File: config.mk
export PLATFORM = sky130hd
export DESIGN_NAME = issue_scoreboard
export DESIGN_NICKNAME = d
export VERILOG_FILES = /design/src/rtl/mips_sched_pkg.sv /design/src/rtl/wb_slot_ring.sv /design/src/rtl/issue_scoreboard.sv
export SDC_FILE = /design/constraint.sdc
export NUM_CORES = 1
export LEC_CHECK = 0
export BUFFER_PORTS_ARGS = -buffer_cell sky130_fd_sc_hd__buf_2
export CORE_ASPECT_RATIO = 0.75
export CORE_MARGIN = 2
export CORE_UTILIZATION = 49
export DETAILED_ROUTE_END_ITERATION = 7
export PLACE_DENSITY = 0.74
export SKIP_LAST_GASP = 1
export SYNTH_ARGS = -nofsm -noshare
export SYNTH_HDL_FRONTEND = slang
export SYNTH_SLANG_ARGS = --single-unit
File: constraint.sdc
create_clock -name clock -period 3.6 [get_ports clock]
set_clock_uncertainty 0.1 [all_clocks]
set_input_delay 0.18 -clock clock [delete_from_list [all_inputs] [get_ports clock]]
set_output_delay 0.18 -clock clock [all_outputs]
set_load 0.1 [all_outputs]
File: src/rtl/mips_sched_pkg.sv
// rtl/mips_sched_pkg.sv - unit codes, default latencies and writeback slot type
package mips_sched_pkg;

  localparam logic [1:0] UNIT_AM  = 2'b00;
  localparam logic [1:0] UNIT_MEM = 2'b01;
  localparam logic [1:0] UNIT_MUL = 2'b10;
  localparam logic [1:0] UNIT_NOP = 2'b11;

  localparam int AM_LAT_DEF  = 4;
  localparam int MEM_LAT_DEF = 3;
  localparam int MUL_LAT_DEF = 6;
  localparam int MAX_LAT_DEF = 6;

  typedef struct packed {
    logic       valid;
    logic       writereg;
    logic [4:0] dest;
  } slot_t;

  // True when the slot writes register r in the current cycle (write-through forwarding).
  function automatic logic writes_now(input slot_t s, input logic [4:0] r);
    return s.valid & s.writereg & (s.dest == r);
  endfunction

endpackage

File: src/rtl/wb_slot_ring.sv
// rtl/wb_slot_ring.sv - writeback reservation shift register, slot k writes k cycles from now
module wb_slot_ring
  import mips_sched_pkg::*;
#(
  parameter int MAX_LAT = MAX_LAT_DEF,
  parameter int IDX_W   = $clog2(MAX_LAT + 1)
) (
  input  logic             clock,
  input  logic             reset,
  input  logic             load_en,
  input  logic [IDX_W-1:0] load_idx,
  input  slot_t            load_entry,
  output logic [MAX_LAT:0] slot_valid,
  output slot_t            slot0
);

  slot_t slot_q [MAX_LAT+1];
  slot_t slot_d [MAX_LAT+1];

  // Shift one slot toward writeback, clear the top, then drop in the new reservation.
  always_comb begin
    for (int k = 0; k < MAX_LAT; k++) begin
      slot_d[k] = slot_q[k+1];
    end
    slot_d[MAX_LAT] = '0;
    for (int k = 0; k <= MAX_LAT; k++) begin
      if (load_en && (load_idx == IDX_W'(k))) begin
        slot_d[k] = load_entry;
      end
    end
  end

  // Ring register; reset drops every reservation.
  always_ff @(posedge clock) begin
    if (reset) begin
      for (int k = 0; k <= MAX_LAT; k++) begin
        slot_q[k] <= '0;
      end
    end else begin
      for (int k = 0; k <= MAX_LAT; k++) begin
        slot_q[k] <= slot_d[k];
      end
    end
  end

  // Per-slot valid flags for the structural check and busy indication.
  always_comb begin
    for (int k = 0; k <= MAX_LAT; k++) begin
      slot_valid[k] = slot_q[k].valid;
    end
  end

  assign slot0 = slot_q[0];

endmodule

File: src/rtl/issue_scoreboard.sv
// rtl/issue_scoreboard.sv - issue-stage RAW/WAW/writeback hazard scheduler for AM, MEM and MUL
module issue_scoreboard
  import mips_sched_pkg::*;
#(
  parameter int AM_LAT  = AM_LAT_DEF,
  parameter int MEM_LAT = MEM_LAT_DEF,
  parameter int MUL_LAT = MUL_LAT_DEF,
  parameter int MAX_LAT = MAX_LAT_DEF
) (
  input  logic        clock,
  input  logic        reset,
  input  logic        id_sb_valid,
  input  logic [1:0]  id_sb_unit,
  input  logic [4:0]  id_sb_addra,
  input  logic        id_sb_usea,
  input  logic [4:0]  id_sb_addrb,
  input  logic        id_sb_useb,
  input  logic [4:0]  id_sb_regdest,
  input  logic        id_sb_writereg,
  output logic        sb_iss_stall,
  output logic        sb_am_oper,
  output logic        sb_mem_oper,
  output logic        sb_mul_oper,
  output logic [31:0] sb_pending,
  output logic        sb_busy
);

  localparam int IDX_W = $clog2(MAX_LAT + 1);

  logic [31:0]      pending_q;
  logic [31:0]      pending_d;
  logic [MAX_LAT:0] slot_valid;
  slot_t            slot0;
  slot_t            load_entry;
  logic [IDX_W-1:0] lat;
  logic [IDX_W-1:0] load_idx;
  logic             is_op;
  logic             raw_a;
  logic             raw_b;
  logic             waw;
  logic             wb_busy;
  logic             hazard;
  logic             grant;
  logic             reserve;

  wb_slot_ring #(
    .MAX_LAT (MAX_LAT),
    .IDX_W   (IDX_W)
  ) u_ring (
    .clock      (clock),
    .reset      (reset),
    .load_en    (reserve),
    .load_idx   (load_idx),
    .load_entry (load_entry),
    .slot_valid (slot_valid),
    .slot0      (slot0)
  );

  // Zero-cycle issue decision: latency select, hazard tests, grant and per-unit strobes.
  always_comb begin
    is_op = id_sb_valid & (id_sb_unit != UNIT_NOP);
    case (id_sb_unit)
      UNIT_MEM: lat = IDX_W'(MEM_LAT);
      UNIT_MUL: lat = IDX_W'(MUL_LAT);
      default:  lat = IDX_W'(AM_LAT);
    endcase
    load_idx = lat - IDX_W'(1);
    raw_a    = id_sb_usea & pending_q[id_sb_addra] & ~writes_now(slot0, id_sb_addra);
    raw_b    = id_sb_useb & pending_q[id_sb_addrb] & ~writes_now(slot0, id_sb_addrb);
    waw      = id_sb_writereg & pending_q[id_sb_regdest] & ~writes_now(slot0, id_sb_regdest);
    wb_busy  = slot_valid[lat];
    hazard   = is_op & (raw_a | raw_b | waw | wb_busy);
    grant    = id_sb_valid & ~hazard & ~reset;
    reserve  = grant & is_op;
    sb_iss_stall = id_sb_valid & hazard & ~reset;
    sb_am_oper   = grant & (id_sb_unit == UNIT_AM);
    sb_mem_oper  = grant & (id_sb_unit == UNIT_MEM);
    sb_mul_oper  = grant & (id_sb_unit == UNIT_MUL);
    load_entry.valid    = 1'b1;
    load_entry.writereg = id_sb_writereg;
    load_entry.dest     = id_sb_regdest;
  end

  // Pending bitmap: retire the register written this cycle, then mark the new destination.
  always_comb begin
    pending_d = pending_q;
    if (slot0.valid && slot0.writereg && (slot0.dest != 5'd0)) begin
      pending_d[slot0.dest] = 1'b0;
    end
    if (reserve && id_sb_writereg && (id_sb_regdest != 5'd0)) begin
      pending_d[id_sb_regdest] = 1'b1;
    end
    pending_d[0] = 1'b0;
  end

  // Pending bitmap register.
  always_ff @(posedge clock) begin
    if (reset) begin
      pending_q <= '0;
    end else begin
      pending_q <= pending_d;
    end
  end

  assign sb_pending = pending_q;
  assign sb_busy    = |slot_valid;

endmodule

==> run_results.csv <==
group,metric,value,unit
status,outcome,"finished, final reports clean",
clock_network,clockRootBuffer,"clkbuf_16",
yosys,yosysTopAreaCellShare,34.0,%
timing,worstMarginPinSlew,675,ps
clock_network,numCtsBuffers,9,
timing,fin_crit,3280,ps
global_route,antenna_found_initial,0,
routing,drc,0,
floorplanning,core-area,9200,µm²
cells_and_area,num-fill-cells,814,
timing,setup_slack,323,ps
timing,timing.hold.ws,125,ps
clock_network,ctsHoldBuffers,0,
setup_path,path_max_fanout,11,
setup_path,path_cells,"xnor2_1 > nand4_1 > o31ai_1 > a31oi_1 > a41oi_4 > nand3b_4 > a21oi_1 > buf_2",
floorplanning,ios,60,
yosys,syn_nets,522,
place,dp.cells,651,
routing,dr_total_vias,4094,
floorplanning,core.rowCount,30,
power_and_ir_drop,pwr-share-clk,44.1,%
timing,finalSetupViolations,0,
cells_and_area,multiInputGateArea,2870,µm²
yosys,ys_seq_area_share,34.0,%
power_and_ir_drop,ir_drop,0.288,mV
floorplanning,die_h,89.0,µm
power_and_ir_drop,p_per_area,384,nW/µm²
setup_path,slowest_stage,"dfxtp_1",
power_and_ir_drop,power_frac_seq,44.2,%
power_and_ir_drop,internal-power,1500,µW
yosys,synth_ff_type,"dfxtp_1",
yosys,synth_top_cells_by_area,"dfxtp_1 (34%), mux2i_1 (11%), mux4_2 (6.7%), nand2b_1 (6.1%), o31ai_1 (3.8%)",
routing,ant_nets,0,
yosys,synth-async-reset-ratio,0,%
routing,wl,14000,µm
timing,fmax,305,MHz
cells_and_area,register_area,1600,µm²
flow_run,drv_cap,0,
routing,drt-initial-drc-count,491,
setup_path,worst_setup_path_start_kind,"flop",
setup_path,cp_data_required_time,3320,ps
clock_network,cts.sinks,80,
yosys,ys_warn_count,0,
cells_and_area,synthToLayoutAreaGrowth,12.7,%
power_and_ir_drop,p_leak,0.00216,µW
worst_hold_path,worst_hold_path_type,"input pin to flop",
place,dpl-instance-area,5030,µm²
routing,drt-wirelength-per-cell,21.0,µm
yosys,syn-cell-area,4720,µm²
floorplanning,initial_utilization,51.3,%
clock_network,post_cts_buffers,0,
cells_and_area,drive_gt1_share,21.9,%
place,port_buffers,58,
routing,via_per_inst,6.14,
cells_and_area,fin_nets,563,
global_route,grt_remaining_overflow,0,
timing,grt_setup_unrepaired,"false",
clock_network,cts-resized-gates,0,
yosys,syn_area_per_cell,9.57,µm²
clock_network,clkTransAtPathRegs,60,ps
yosys,ys_ff_latch,80,
floorplanning,die_w,117,µm
cells_and_area,diodes,0,
yosys,synth_top_area_cell,"dfxtp_1",
yosys,synth.distinct_cells,55,
yosys,netlist_instances,493,
power_and_ir_drop,switching_share,26.4,%
timing,hold_violations,0,
global_route,grt_max_degree,81,
clock_network,tritoncts,"built",
power_and_ir_drop,p_switching,538,µW
timing,fin_crit_sh,91.0,%
cells_and_area,stdcell_count,667,
setup_path,slowest_delay,750,ps
timing,drv_slew,0,
yosys,synth-edff-count,0,
global_route,grt_pass1_wl,21400,µm
clock_network,h-tree-depth,3,
place,gp_congestion,0.963,
setup_path,crit_path_end_kind,"output pin",
timing,slew_headroom,55.0,%
setup_path,criticalPathCategory,"flop to output pin",
global_route,grt_pass1_vias,3840,
cells_and_area,final_cell_area,5320,µm²
place,post-place-ws,583,ps
place,hpwl,9860,µm
floorplanning,die-area,10400,µm²
global_route,grt_usage,27.8,%
clock_network,clkLatencyLatePin,340,ps
power_and_ir_drop,comb_power_share,11.7,%
clock_network,clockBufferDepth,2,
routing,dr.pass1.iters,5,
setup_path,arrival,3000,ps
## Yosys cell counts (2+ instances only)
cell and number:
or3_1 2, ha_1 6, dfxtp_1 80, nor3_1 8, or3b_2 2, inv_1 14, nand2b_1 46, nor4_1 6
nand4_1 5, a31oi_1 3, mux2i_1 53, nor2b_1 18, o21ai_0 24, nand2_1 37, clkbuf_1 18, o22ai_1 2
mux2_2 7, buf_4 3, nor2_1 12, nor4_2 4, buf_2 4, xnor2_1 8, nand3b_1 21, buf_6 7
mux4_2 14, nor3b_1 7, nand3_2 5, xor2_1 7, nand3_1 10, o31ai_1 24, a21oi_1 12
## placed cells by master (no fill, tap or decap), types with 9 or more instances in the layout
master      n
nand3_1    10
a21oi_1    12
nand2_1    37
inv_1      14
nor2b_1    17
mux2i_1    53
o31ai_1    24
nand2b_1   46
buf_2      57
clkbuf_16   9
o21ai_0    24
nor2_1     12
nand3b_1   21
mux4_2     14
dfxtp_1    80
## state kept, by name, indices dropped and copies added (netlist names)
register	count
sb_pending	31
u_ring.slot_q	49
## path summary, 6_finish.rpt
check / start / endpoint / slack (ps) / depth (start not counted)
hold / removal: id_sb_writereg / u_ring.slot_q[0][47] / 120 / 3
setup / recovery: u_ring.slot_q[0][2] / sb_mem_oper / 320 / 8
hold reg to reg: u_ring.slot_q[0][43] / u_ring.slot_q[0][36] / 350 / 2
setup reg to reg: u_ring.slot_q[0][2] / u_ring.slot_q[0][37] / 710 / 7
## per-stage QoR
stage / utilization (%) / TNS [ps] / power, µW
2_1_floorplan: - / -1450 / 1100
3_3_place_gp: 54.7 / 0 / 1150
3_5_place_dp: 54.7 / 0 / 1150
4_1_cts: 57.8 / 0 / 2040
5_1_grt: 57.8 / 0 / 2100
6_report: 57.8 / 0 / 2040
## per-layer routing
| layer | routed length (µm) | global-route usage, % |
|---|---|---|
| met1 | 6170 | 41.3 |
| met2 | 5810 | 38.1 |
| met3 | 1810 | 9.36 |
| met4 | 225 | 7.81 |
| met5 | 0 | 0 |
## power groups by stage
stage / Clock, µW / Combinational, µW / Sequential, µW
3_5_place_dp: 0 / 234 / 920
2_1_floorplan: 0 / 180 / 924
5_1_grt: 951 / 253 / 900
6_report: 899 / 239 / 900
3_3_place_gp: 0 / 230 / 919
4_1_cts: 908 / 236 / 900
## final cells by class
| cell class | count | area share, % |
|---|---|---|
| Multi-Input combinational cell | 366 | 54.0 |
| Inverter | 15 | 1.06 |
| Clock inverter | 6 | 1.13 |
| Clock buffer | 10 | 4.31 |
| Sequential cell | 80 | 30.1 |
| Timing Repair Buffer | 62 | 6.31 |
| Tap cell | 128 | 3.01 |
## cell families (layout without fill, tap and decap cells)
logic type,Yosys count,in the layout,share of synthesized area (%)
fa+ha+maj,6,6,1.59
mux,74,74,19.6
simple gates,192,192,25.0
flops,80,80,34.0
other cells,1,1,0.0795
buf+inv,47,93,5.20
compound gates,78,78,11.8
xor+xnor,15,15,2.79
## critical path: cells and delay by family, from the launching register on
| family | cells | cell delay, ps |
|---|---|---|
| AO/OA/AOI/OAI | 4 | 1010 |
| flip-flops | 1 | 750 |
| buffers and inverters | 1 | 440 |
| AND/OR/NAND/NOR | 2 | 250 |
| XOR/XNOR | 1 | 190 |
(Power assumes the default switching activity.)
